## config.mk

```make
export PLATFORM = sky130hd
export DESIGN_NAME = wb_stage
export DESIGN_NICKNAME = d
export VERILOG_FILES = /design/src/rtl/wb_stage.sv
export SDC_FILE = /design/constraint.sdc
export NUM_CORES = 1
export LEC_CHECK = 0
export ABC_AREA = 1
export BUFFER_PORTS_ARGS = -buffer_cell sky130_fd_sc_hd__buf_4
export CAP_MARGIN = 30
export CORE_MARGIN = 1
export CORE_UTILIZATION = 56
export CTS_CLUSTER_SIZE = 40
export DETAILED_ROUTE_END_ITERATION = 16
export PLACE_DENSITY_LB_ADDON = 0.15
export SLEW_MARGIN = 20
export SYNTH_ARGS = -nofsm -noshare
export SYNTH_HDL_FRONTEND = slang
export SYNTH_SLANG_ARGS = --single-unit
```

## constraint.sdc

```tcl
create_clock -name clk -period 3 [get_ports clk]
set_clock_uncertainty 0.15 [all_clocks]
set_input_delay 0.3 -clock clk [delete_from_list [all_inputs] [get_ports clk]]
set_output_delay 0.3 -clock clk [all_outputs]
set_load 0.005 [all_outputs]
```

## src/rtl/wb_stage.sv

```systemverilog
// rtl/wb_stage.sv - RV32I writeback stage: MEM/WB register, load extract, writeback mux, x0 guard.
// Optional WB_INSTRET_EN adds a 64-bit retired-instruction counter output.
module wb_stage #(
  parameter int XLEN       = 32,
  parameter int REG_ADDR_W = 5
) (
  input  logic                  clk,
  input  logic                  rst,
  input  logic                  mem_valid,
  input  logic                  mem_reg_we,
  input  logic [REG_ADDR_W-1:0] mem_rd,
  input  logic [1:0]            mem_wb_sel,
  input  logic [2:0]            mem_funct3,
  input  logic [XLEN-1:0]       mem_alu_result,
  input  logic [XLEN-1:0]       mem_load_data,
  input  logic [XLEN-1:0]       mem_pc_plus4,
  input  logic                  wb_hold,
  output logic                  wb_we,
  output logic [REG_ADDR_W-1:0] wb_rd,
  output logic [XLEN-1:0]       wb_wdata,
  output logic                  wb_retire
`ifdef WB_INSTRET_EN
  ,
  output logic [63:0]           instret
`endif
);

  localparam logic [1:0] SEL_LOAD = 2'b01;
  localparam logic [1:0] SEL_PC4  = 2'b10;

  localparam logic [2:0] F3_LB  = 3'b000;
  localparam logic [2:0] F3_LH  = 3'b001;
  localparam logic [2:0] F3_LBU = 3'b100;
  localparam logic [2:0] F3_LHU = 3'b101;

  logic                  r_valid;
  logic                  r_reg_we;
  logic [REG_ADDR_W-1:0] r_rd;
  logic [1:0]            r_wb_sel;
  logic [2:0]            r_funct3;
  logic [XLEN-1:0]       r_alu_result;
  logic [XLEN-1:0]       r_load_data;
  logic [XLEN-1:0]       r_pc_plus4;
  logic                  r_done;

  logic [1:0]            w_offset;
  logic [7:0]            w_byte;
  logic [15:0]           w_half;
  logic [XLEN-1:0]       w_load_ext;
  logic [XLEN-1:0]       w_wdata;
  logic                  w_retire;
  logic                  w_we;

  // done marks an entry that has already written/retired, so a held entry fires only once
  always_ff @(posedge clk) begin
    if (rst) begin
      r_valid      <= 1'b0;
      r_reg_we     <= 1'b0;
      r_rd         <= '0;
      r_wb_sel     <= 2'b00;
      r_funct3     <= 3'b000;
      r_alu_result <= '0;
      r_load_data  <= '0;
      r_pc_plus4   <= '0;
      r_done       <= 1'b0;
    end else if (!wb_hold) begin
      r_valid      <= mem_valid;
      r_reg_we     <= mem_reg_we;
      r_rd         <= mem_rd;
      r_wb_sel     <= mem_wb_sel;
      r_funct3     <= mem_funct3;
      r_alu_result <= mem_alu_result;
      r_load_data  <= mem_load_data;
      r_pc_plus4   <= mem_pc_plus4;
      r_done       <= 1'b0;
    end else if (r_valid) begin
      r_done       <= 1'b1;
    end
  end

  assign w_offset = r_alu_result[1:0];

  always_comb begin
    w_byte = r_load_data[7:0];
    case (w_offset)
      2'd0:    w_byte = r_load_data[7:0];
      2'd1:    w_byte = r_load_data[15:8];
      2'd2:    w_byte = r_load_data[23:16];
      default: w_byte = r_load_data[31:24];
    endcase
  end

  assign w_half = w_offset[1] ? r_load_data[31:16] : r_load_data[15:0];

  always_comb begin
    w_load_ext = r_load_data;
    case (r_funct3)
      F3_LB:   w_load_ext = {{(XLEN-8){w_byte[7]}}, w_byte};
      F3_LBU:  w_load_ext = {{(XLEN-8){1'b0}}, w_byte};
      F3_LH:   w_load_ext = {{(XLEN-16){w_half[15]}}, w_half};
      F3_LHU:  w_load_ext = {{(XLEN-16){1'b0}}, w_half};
      default: w_load_ext = r_load_data;
    endcase
  end

  // wb_sel 11 falls through to the ALU result
  always_comb begin
    w_wdata = r_alu_result;
    case (r_wb_sel)
      SEL_LOAD: w_wdata = w_load_ext;
      SEL_PC4:  w_wdata = r_pc_plus4;
      default:  w_wdata = r_alu_result;
    endcase
  end

  assign w_retire = r_valid & ~r_done;
  assign w_we     = w_retire & r_reg_we & (r_rd != '0);

  assign wb_we     = w_we;
  assign wb_rd     = r_rd;
  assign wb_wdata  = w_wdata;
  assign wb_retire = w_retire;

`ifdef WB_INSTRET_EN
  logic [63:0] r_instret;

  always_ff @(posedge clk) begin
    if (rst) begin
      r_instret <= 64'd0;
    end else if (w_retire) begin
      r_instret <= r_instret + 64'd1;
    end
  end

  assign instret = r_instret;
`endif

endmodule

```

# Yosys cells after proc, flatten, opt, wreduce, memory -nomap -nowiden
# Index checks and enable logic that the tools add are counted.
# word_totals
regBits,109
latchBits,0
mem_bits_rw,0
mem_bits_ro,0
in_bits,111
elab_cells,29
n_memories,0
# op_classes
addsub,0
n_mul,0
div_mod_pow,0
n_lt_le_gt_ge,0
eq_ne,7
shift,0
n_mux,4
bitwise_logic,5
n_reduce_logical,4
# op_table
op,count
case mux 32 bit (4 select lines),1
case mux 32 bit (2 select lines),1
case mux 8 bit (3 select lines),1
two-way mux 16 bit,1
equality test 3 bit (second input constant),2
nonzero test 5 bit,1
equality test 2 x 1 -> 1 bit (second input constant),2
equality test 2 bit (second input constant),2
AND 1 bit,3
equality test 3 x 1 -> 1 bit (second input constant),1
logical NOT 3 bit,1
logical NOT 2 bit,1
NOT 1 bit,2
OR reduction 2 bit,1

# Logic depth before layout (Yosys ltp)
# depth
depth_word,4
depth_mapped,10
ltp_nobuf,9

# Worst setup path before layout
# No wires, ideal clock.
# synth_path
path_type,reg2out
startpoint,reg r_wb_sel[1]
endpoint,out wb_wdata[10]
arrival_time_ps,1308
required_ps,2550
path_slack_ps,1242
path_stages_with_launch,8
cell_sequence,dfxtp_1 > inv_1 > ha_1 > clkinv_1 > clkbuf_1 > a21oi_1 > nand2_1 > a21oi_1
# synth_via
elab_chain_cells,2
elab_cells_between_ends,3
classes_between,2 x eq/ne; 1 x mux
# synth_lines
item,line,source
start: declaration,39,logic [1:0] r_wb_sel;
start signal: assignment,70,r_wb_sel <= mem_wb_sel;
equality test 2 bit / equality test 2 x 1 -> 1 bit (equally long branches),109,case (r_wb_sel)
case mux 32 bit (2 select lines) (*),109,
end: declaration,20,"output logic [XLEN-1:0] wb_wdata,"
# Mark *: on every way between the ends. The rest lies on a longest branch, timed or not.

# Worst setup path in the final report
# layout_path
startpoint,reg r_funct3[1]
endpoint,out wb_wdata[24]
# layout_via
elab_chain_cells,3
elab_cells_between_ends,6
classes_between,3 x eq/ne; 2 x mux; 1 x reduce/logical
# layout_lines
item,line,source
start: declaration,40,logic [2:0] r_funct3;
start signal: assignment,71,r_funct3 <= mem_funct3;
"equality test 3 bit, or another cell as far along",97,case (r_funct3)
case mux 32 bit (4 select lines) (*),97,
case mux 32 bit (2 select lines) (*),109,
# Marks and branches as above.

==> run metrics <==
total track usage about a third; Diodes inserted 0; Tmin final between 2 and 3 ns; period utilization between 90 and 100%; Routability Congestion 0.9463; setup_tns 0 ns; CP Capture Type output port; Final Hold Fails 0; status completed; Area growth, synth to finish 26.66%; ANT nets after route 0; drt wl/cell between 15 and 20 µm; Power Density ~500 nW/µm²; flop2flop setup slack about 1.7 ns; most common cell in the synthesized netlist nand2_1; DP Wirelength ~10000 µm; syn_area_per_cell between 6 and 7 µm²; post-CTS sizing 0; Post-synth ARST share 0%; largest net degree at the start of global routing between 70 and 80; drc violations 0; layout cells sized above 1 ~22%; Synth top cells by count nand2_1, a21oi_1, dfxtp_1; syn_nets between 800 and 900; Post-synth EDFFs 0; Synth top area share between 40 and 50%; Tot Pwr 3.171 mW; PortBufs roughly 150; Max FO, Critical Path 24; initial antenna violation count 0; sequential fraction of the synthesis area about 44%; fin util roughly three quarters; critical path class reg2out; top cell type by total area after synthesis dfxtp_1; placed instance area 6167 µm²; Max Transition Viols Final 0; Worst Slack Setup Final slightly below 0.3 ns; CTS hold repair buffers 0; Cells after DPL 967; Via density 5.495; Setup-failing EPs final 0; TritonCTS Sinks 109; Overflow after GRT 0; max-cap violation count 0; worst hold stages 3; CTS buffer count 9; core area between 8000 and 9000 µm²; Max H-tree Level 3; Synth Flop Type dfxtp_1; CTS max path bufs 2; Reg2Reg Depth 2; Worst-Skew Late Latency around 0.37 ns; Area contributors post-synth dfxtp_1, nand2_1, a21oi_1; Max Fclk 370.0 MHz; Hold WS approximately 0.023 ns; via count between 5000 and 6000; kind of start point of the critical path register; Worst EP required around 2.6 ns; buffers inserted by post-CTS timing repair 0; Yosys reg bits around 110; die width 96.61 µm; Nets ~980; Placement Setup Slack between 0.7 and 0.8 ns; multi-input logic area between 2000 and 3000 µm²; Die Area roughly 9300 µm²; Non-Filler Instances a little under 1000; Slew @ Worst Pin between 0.5 and 0.6 ns; RSZ-0062 raised after global routing no; clock tree root driver cell clkbuf_8; P_leak between 2 and 3 nW; routed wire length ~15000 µm; starting density of the core a little under 60%; Critical Path AT between 2 and 2.5 ns; First-pass DRT Iterations 5; Finished Cell Area between 6000 and 7000 µm²; Die Y between 90 and 100 µm; CTS tree yes; Hold Crit Class in2reg; Ports 150; vias in the first global route ~5000; yosys warns 0; Std-Cell Rows 34; Mapped Area roughly 5000 µm²; first-pass GRT wire length about 24000 µm; Worst slew margin between 60 and 70%; synth unique cells 23; worst vdd ir roughly 0.28 mV; Syn Inst Count approximately 750; fillcell total a little over 700; sequential cell area between 2000 and 2500 µm²; Initial DRC Count between 300 and 400; Reg clk slew, reported paths between 0.1 and 0.15 ns
## cell type report
type | count | share of cell area, %
multi-input combinational | 567 | 39.91
tap | 108 | 2.129
timing repair buffer | 159 | 19.31
clock buffer | 10 | 2.168
sequential | 109 | 34.37
inverter | 24 | 1.419
clock inverter | 6 | 0.6898
## kinds of logic (layout without fill, tap and decap cells)
logic type      count (synthesis)  count (layout)  synth area share [%]
compound gates                205             205                 22.39
fa+ha+maj                       2               2                0.4992
buf+inv                        76             199                 5.916
flops                         109             109                 43.53
simple gates                  360             360                 27.66
## cells in the final DEF (no fill, tap or decap), drive strengths merged
| cell | Yosys | routed |
|---|---|---|
| nand2 | 254 | 254 |
| a21oi | 163 | 163 |
| buf | 8 | 159 |
| dfxtp | 109 | 109 |
| nor2 | 96 | 96 |
| inv | 22 | 24 |
| a211oi | 19 | 19 |
| o21ai | 18 | 18 |
| clkbuf | 44 | 10 |
| nand3 | 5 | 5 |
| clkinv | 2 | 5 |
| o211ai | 4 | 4 |
| nor3 | 3 | 3 |
| ha | 2 | 2 |
| or2 | 1 | 1 |
| a31oi | 1 | 1 |
| nand4 | 1 | 1 |
| clkinvlp | 0 | 1 |
## power by group
| part | switching [mW] | leakage, nW | internal, mW | total, mW |
|---|---|---|---|---|
| clock | 0.508 | 0.0930 | 0.330 | 0.838 |
| combinational | 0.411 | 1.84 | 0.339 | 0.750 |
| sequential | 0.0536 | 0.900 | 1.53 | 1.58 |
## layer usage
| layer | share of wire, % | routed length [µm] | GRT usage, % | up-vias |
|---|---|---|---|---|
| met1 | 44 | 6553 | 42.29 | 2490 |
| met5 | 0 | 0 | 0 | - |
| li1 | - | - | - | 2669 |
| met2 | 48 | 7140 | 51.35 | 210 |
| met3 | 6.2 | 925 | 4.913 | 33 |
| met4 | 2.0 | 291 | 10.22 | 0 |
## registers in the layout (all words and copies together), names as in the netlist, 2 cells and up
name and flops:
r_alu_result 32, r_load_data 32, r_funct3 3, r_wb_sel 2, r_pc_plus4 32, wb_rd 5
## worst max-delay path, stage by stage (launching register included)
cell and delay [ns]:
dfxtp_1 0.33, inv_2 0.30, nand2_1 0.24, nor2_1 0.14, nand2_1 0.07, nand2_2 0.10
nand2_4 0.10, nand2_4 0.19, nand2_1 0.09, a21oi_1 0.18, buf_4 0.14
## path summary, 6_finish.rpt
check	from	to
worst max-delay path	r_funct3[1]	wb_wdata[24]
worst min-delay path	mem_alu_result[27]	r_alu_result[27]
worst max register to register	r_alu_result[1]	r_alu_result[1]
worst min register to register	r_load_data[5]	r_load_data[5]
(Power assumes the default switching activity.)
